`src/rtl/ripple_add_sequencer.sv`:
```
// Multi-precision add/subtract sequencer: drives one shared WIDTH-bit adder over NCHUNK
// chunks, LSB first, chaining the carry through a 1-bit register between cycles.
module ripple_add_sequencer #(
    parameter int WIDTH  = 8,
    parameter int NCHUNK = 4
) (
    input  logic                      clk,
    input  logic                      rst,
    input  logic                      in_valid,
    output logic                      in_ready,
    input  logic [WIDTH*NCHUNK-1:0]   in_a,
    input  logic [WIDTH*NCHUNK-1:0]   in_b,
    input  logic                      in_sub,
    input  logic                      in_cin,
    output logic [WIDTH-1:0]          adder_in0,
    output logic [WIDTH-1:0]          adder_in1,
    output logic                      adder_cin,
    input  logic [WIDTH-1:0]          adder_sum,
    input  logic                      adder_cout,
    output logic                      out_valid,
    input  logic                      out_ready,
    output logic [WIDTH*NCHUNK-1:0]   out_sum,
    output logic                      out_cout,
    output logic                      out_ovf,
    output logic [1:0]                state_dbg
);

    localparam int W  = WIDTH * NCHUNK;
    localparam int CW = (NCHUNK > 1) ? $clog2(NCHUNK) : 1;
    localparam logic [CW-1:0] LAST = CW'(NCHUNK - 1);

    // Handshake: a transfer happens on a rising edge where valid && ready are both high;
    // valid never waits on ready, and a raised out_valid holds until it is taken.
    typedef enum logic [1:0] {
        IDLE = 2'd0,
        RUN  = 2'd1,
        DONE = 2'd2
    } state_t;

    state_t          state;
    state_t          state_nxt;
    logic [W-1:0]    a_reg;
    logic [W-1:0]    b_reg;
    logic            sub_reg;
    logic            cin_reg;
    logic [CW-1:0]   cnt;
    logic            carry;

    assign state_dbg = state;

    always_ff @(posedge clk or posedge rst) begin
        if (rst) begin
            state <= IDLE;
        end else begin
            state <= state_nxt;
        end
    end

    always_comb begin
        state_nxt = state;
        in_ready  = 1'b0;
        out_valid = 1'b0;
        adder_in0 = '0;
        adder_in1 = '0;
        adder_cin = 1'b0;
        case (state)
            IDLE: begin
                in_ready = 1'b1;
                if (in_valid) state_nxt = RUN;
            end
            RUN: begin
                adder_in0 = a_reg[cnt*WIDTH +: WIDTH];
                adder_in1 = b_reg[cnt*WIDTH +: WIDTH];
                // Subtraction is A + ~B + 1, so the borrow-in enters inverted on chunk 0.
                adder_cin = (cnt == '0) ? (sub_reg ? ~cin_reg : cin_reg) : carry;
                if (cnt == LAST) state_nxt = DONE;
            end
            DONE: begin
                out_valid = 1'b1;
                if (out_ready) state_nxt = IDLE;
            end
            default: state_nxt = IDLE;
        endcase
    end

    always_ff @(posedge clk or posedge rst) begin
        if (rst) begin
            a_reg    <= '0;
            b_reg    <= '0;
            sub_reg  <= 1'b0;
            cin_reg  <= 1'b0;
            cnt      <= '0;
            carry    <= 1'b0;
            out_sum  <= '0;
            out_cout <= 1'b0;
            out_ovf  <= 1'b0;
        end else begin
            if (state == IDLE && in_valid) begin
                a_reg   <= in_a;
                b_reg   <= in_sub ? ~in_b : in_b;
                sub_reg <= in_sub;
                cin_reg <= in_cin;
                cnt     <= '0;
                carry   <= 1'b0;
            end
            if (state == RUN) begin
                out_sum[cnt*WIDTH +: WIDTH] <= adder_sum;
                carry <= adder_cout;
                if (cnt == LAST) begin
                    cnt      <= '0;
                    out_cout <= adder_cout;
                    // Top chunk's sum MSB is the result sign; b_reg already holds ~B for sub.
                    out_ovf  <= (a_reg[W-1] == b_reg[W-1]) && (adder_sum[WIDTH-1] != a_reg[W-1]);
                end else begin
                    cnt <= cnt + 1'b1;
                end
            end
        end
    end

endmodule
```
`config.mk`:
```
export PLATFORM = sky130hd
export DESIGN_NAME = ripple_add_sequencer
export DESIGN_NICKNAME = d
export VERILOG_FILES = /design/src/rtl/ripple_add_sequencer.sv
export SDC_FILE = /design/constraint.sdc
export NUM_CORES = 1
export LEC_CHECK = 0
export CAP_MARGIN = 15
export CORE_ASPECT_RATIO = 1.75
export CORE_MARGIN = 3
export CORE_UTILIZATION = 41
export CTS_BUF_LIST = sky130_fd_sc_hd__clkbuf_4 sky130_fd_sc_hd__clkbuf_8 sky130_fd_sc_hd__clkbuf_16
export DETAILED_ROUTE_END_ITERATION = 10
export PLACE_DENSITY = 0.7
export SYNTH_ARGS = -nofsm -noshare
export SYNTH_HDL_FRONTEND = slang
export SYNTH_SLANG_ARGS = --single-unit
```
`constraint.sdc`:
```
create_clock -name clk -period 3.7 [get_ports clk]
set_input_delay 0.555 -clock clk [delete_from_list [all_inputs] [get_ports clk]]
set_output_delay 0.555 -clock clk [all_outputs]
set_load 0.1 [all_outputs]
```
==> metrics.csv <==
metric,value,unit
die area,13200,sq um
Routed Antenna Nets,0,
Antenna diodes,0,
vias in the first global route,3481,
vias per cell,5.34,
Post-Syn Nets,453,
min Tclk post-route,2.82,ns
fin worst setup slack,0.882,ns
DRT Pass-1 Iters,4,
Crit path arrival time,2.26,ns
first-pass GRT wire length,18300,um
Top delay family on crit path,buffers and inverters,
Total Wirelength,11700,um
vias,3370,
Syn Area/Cell,13.1,sq um
WL/cell,18.6,um
CTS root buf,clkbuf_16,
Num CTS Buffers,9,
startpoint types,flop,
synth unique cells,35,
Min-Delay Path Class,flop to flop,
filler cell count,931,
port buffer count,133,
register area,2630,sq um
Final TNS setup,0,ns
Core Footprint,11300,sq um
Die W,88.1,um
CP bufs+invs,2,
gr ovfl total,0,
Iteration-0 DRC Markers,115,
# rows,51,
htree depth,3,
layout cells sized above 1,17.8,%
crit end category,output port,
final setup violating endpoints,0,
DRC violations left,0,
Worst-path clk slew,0.07,ns
post-synthesis cell count,369,
Slew @ Worst Pin,1.01,ns
initial antenna violation count,0,
# nets final,578,
Die Ht,150,um
CTS tree,done,
worst-path fanout max,8,
worst path cell trace,nand2b_1 > inv_1 > clkdlybuf4s50_1,
"commonest cells after routing, fill and taps aside","clkdlybuf4s50_1, dfrtp_1, nor2_1",
Max Cap Violations,0,
Initial Util,42.8,%
Setup Crit Path Kind,flop to output port,
clk sink count,105,
Ys Warns,0,
register area share after synthesis,54.4,%
Ports,134,
stages on the worst setup path,3,
post-DP HPWL,8670,um
Post-CTS Setup Bufs,0,
"commonest non-fill, non-tap cell in the layout",clkdlybuf4s50_1,
Mapped Area,4830,sq um
worst hold stages,1,
fin crit share,76.2,%
Clock Latency Late Sink,0.34,ns
Slowest cell on crit path,clkdlybuf4s50_1,
Layout Skew,0.00539,ns
Required @ worst endpoint,3.14,ns
largest net degree at the start of global routing,103,
Final Hold Vio Count,0,
FF-to-FF setup slack,1.59,ns
RSZ-0062 raised after global routing,false,
area delta synth->final,34.9,%
Seq cells post-synth,105,
Slew HR,32.8,%
status,"finished, final reports clean",
Multi-input gate area,2060,sq um
Max clock buf depth,2,
FF-to-FF path depth,3,
CTS hold repair buffers,0,
final slew viol count,0,
Fmax achieved,0.355,GHz
worst stage delay on the critical path,1.12,ns
cts repair resizes,0,
total global-route track usage,18.5,%
GPL Wtd Cong,0.811,
Setup Slack @ Placement,1.24,ns
[area by class of cell]
| class | count | area share [%] |
|---|---|---|
| multi-input combinational | 236 | 31.6 |
| clock inverter | 2 | 0.192 |
| inverter | 4 | 0.269 |
| tap | 132 | 2.53 |
| clock buffer | 14 | 4.22 |
| timing repair buffer | 138 | 20.8 |
| sequential | 105 | 40.3 |
[logic make-up after synthesis]
logic type / share of synthesized area [%]
AO/OA/AOI/OAI: 10.2
XOR/XNOR: 5.98
adder cells (fa/ha/maj): 1.29
buffers and inverters: 3.18
flip-flops: 54.4
multiplexers: 15.6
AND/OR/NAND/NOR: 9.35
[Yosys cell counts (all sizes together)]
| library cell | instances | area, sq um |
|---|---|---|
| mux2 | 35 | 394 |
| o21bai | 1 | 7.51 |
| nor4b | 1 | 23.8 |
| a21oi | 33 | 165 |
| o31ai | 2 | 15.0 |
| buf | 22 | 131 |
| and3b | 1 | 8.76 |
| and2 | 16 | 100 |
| mux4 | 16 | 360 |
| nand2 | 7 | 26.3 |
| and2b | 1 | 7.51 |
| nand3b | 2 | 27.5 |
| nor2 | 35 | 131 |
| nor3 | 3 | 26.3 |
| nor4 | 2 | 42.5 |
| inv | 4 | 15.0 |
| nand4bb | 1 | 11.3 |
| a22o | 30 | 263 |
| or3 | 1 | 6.26 |
| a32o | 2 | 20.0 |
| o21ai | 3 | 15.0 |
| a211oi | 1 | 7.51 |
| ha | 5 | 62.6 |
| dfrtp | 105 | 2630 |
| clkbuf | 2 | 7.51 |
| nor3b | 1 | 12.5 |
| nand2b | 4 | 27.5 |
| xnor2 | 33 | 289 |
[worst reg2reg max path, cell delays in order (launching register included)]
cell and delay [ns]:
dfrtp_1 0.57, and2b_1 0.71, nand2_1 0.39, a22o_1 0.33
[layer usage]
metal / vias to the layer above / GRT usage, % / part of all wire (%)
li1: 1564 / - / -
met1: 1665 / 21.6 / 38
met2: 120 / 32.7 / 54
met3: 21 / 3.75 / 5.3
met4: 0 / 7.19 / 2.7
met5: - / 0 / 0
[worst paths after layout]
kind	start	end
max	state_dbg[0]$_DFFE_PP0P_	out_valid
min	a_reg[2]$_DFFE_PP0P_	a_reg[2]$_DFFE_PP0P_
max reg2reg	state_dbg[0]$_DFFE_PP0P_	out_sum[10]$_DFFE_PP0P_
min reg2reg	a_reg[2]$_DFFE_PP0P_	a_reg[2]$_DFFE_PP0P_
max in group asynchronous	rst	a_reg[27]$_DFFE_PP0P_
min in group asynchronous	rst	out_sum[14]$_DFFE_PP0P_
[metrics by stage]
stage	instances	hold slack, ns	instance area, sq um	util (%)
floorplan	369	0.453	4840	-
global placement	615	0.463	6230	55.2
detailed placement	615	0.473	6230	55.2
CTS	631	0.493	6520	57.7
global route	631	0.511	6520	57.7
finish	631	0.487	6520	57.7
Power is not shown: default switching activity piles up to over one toggle a cycle in this logic, so the estimate is an artifact.
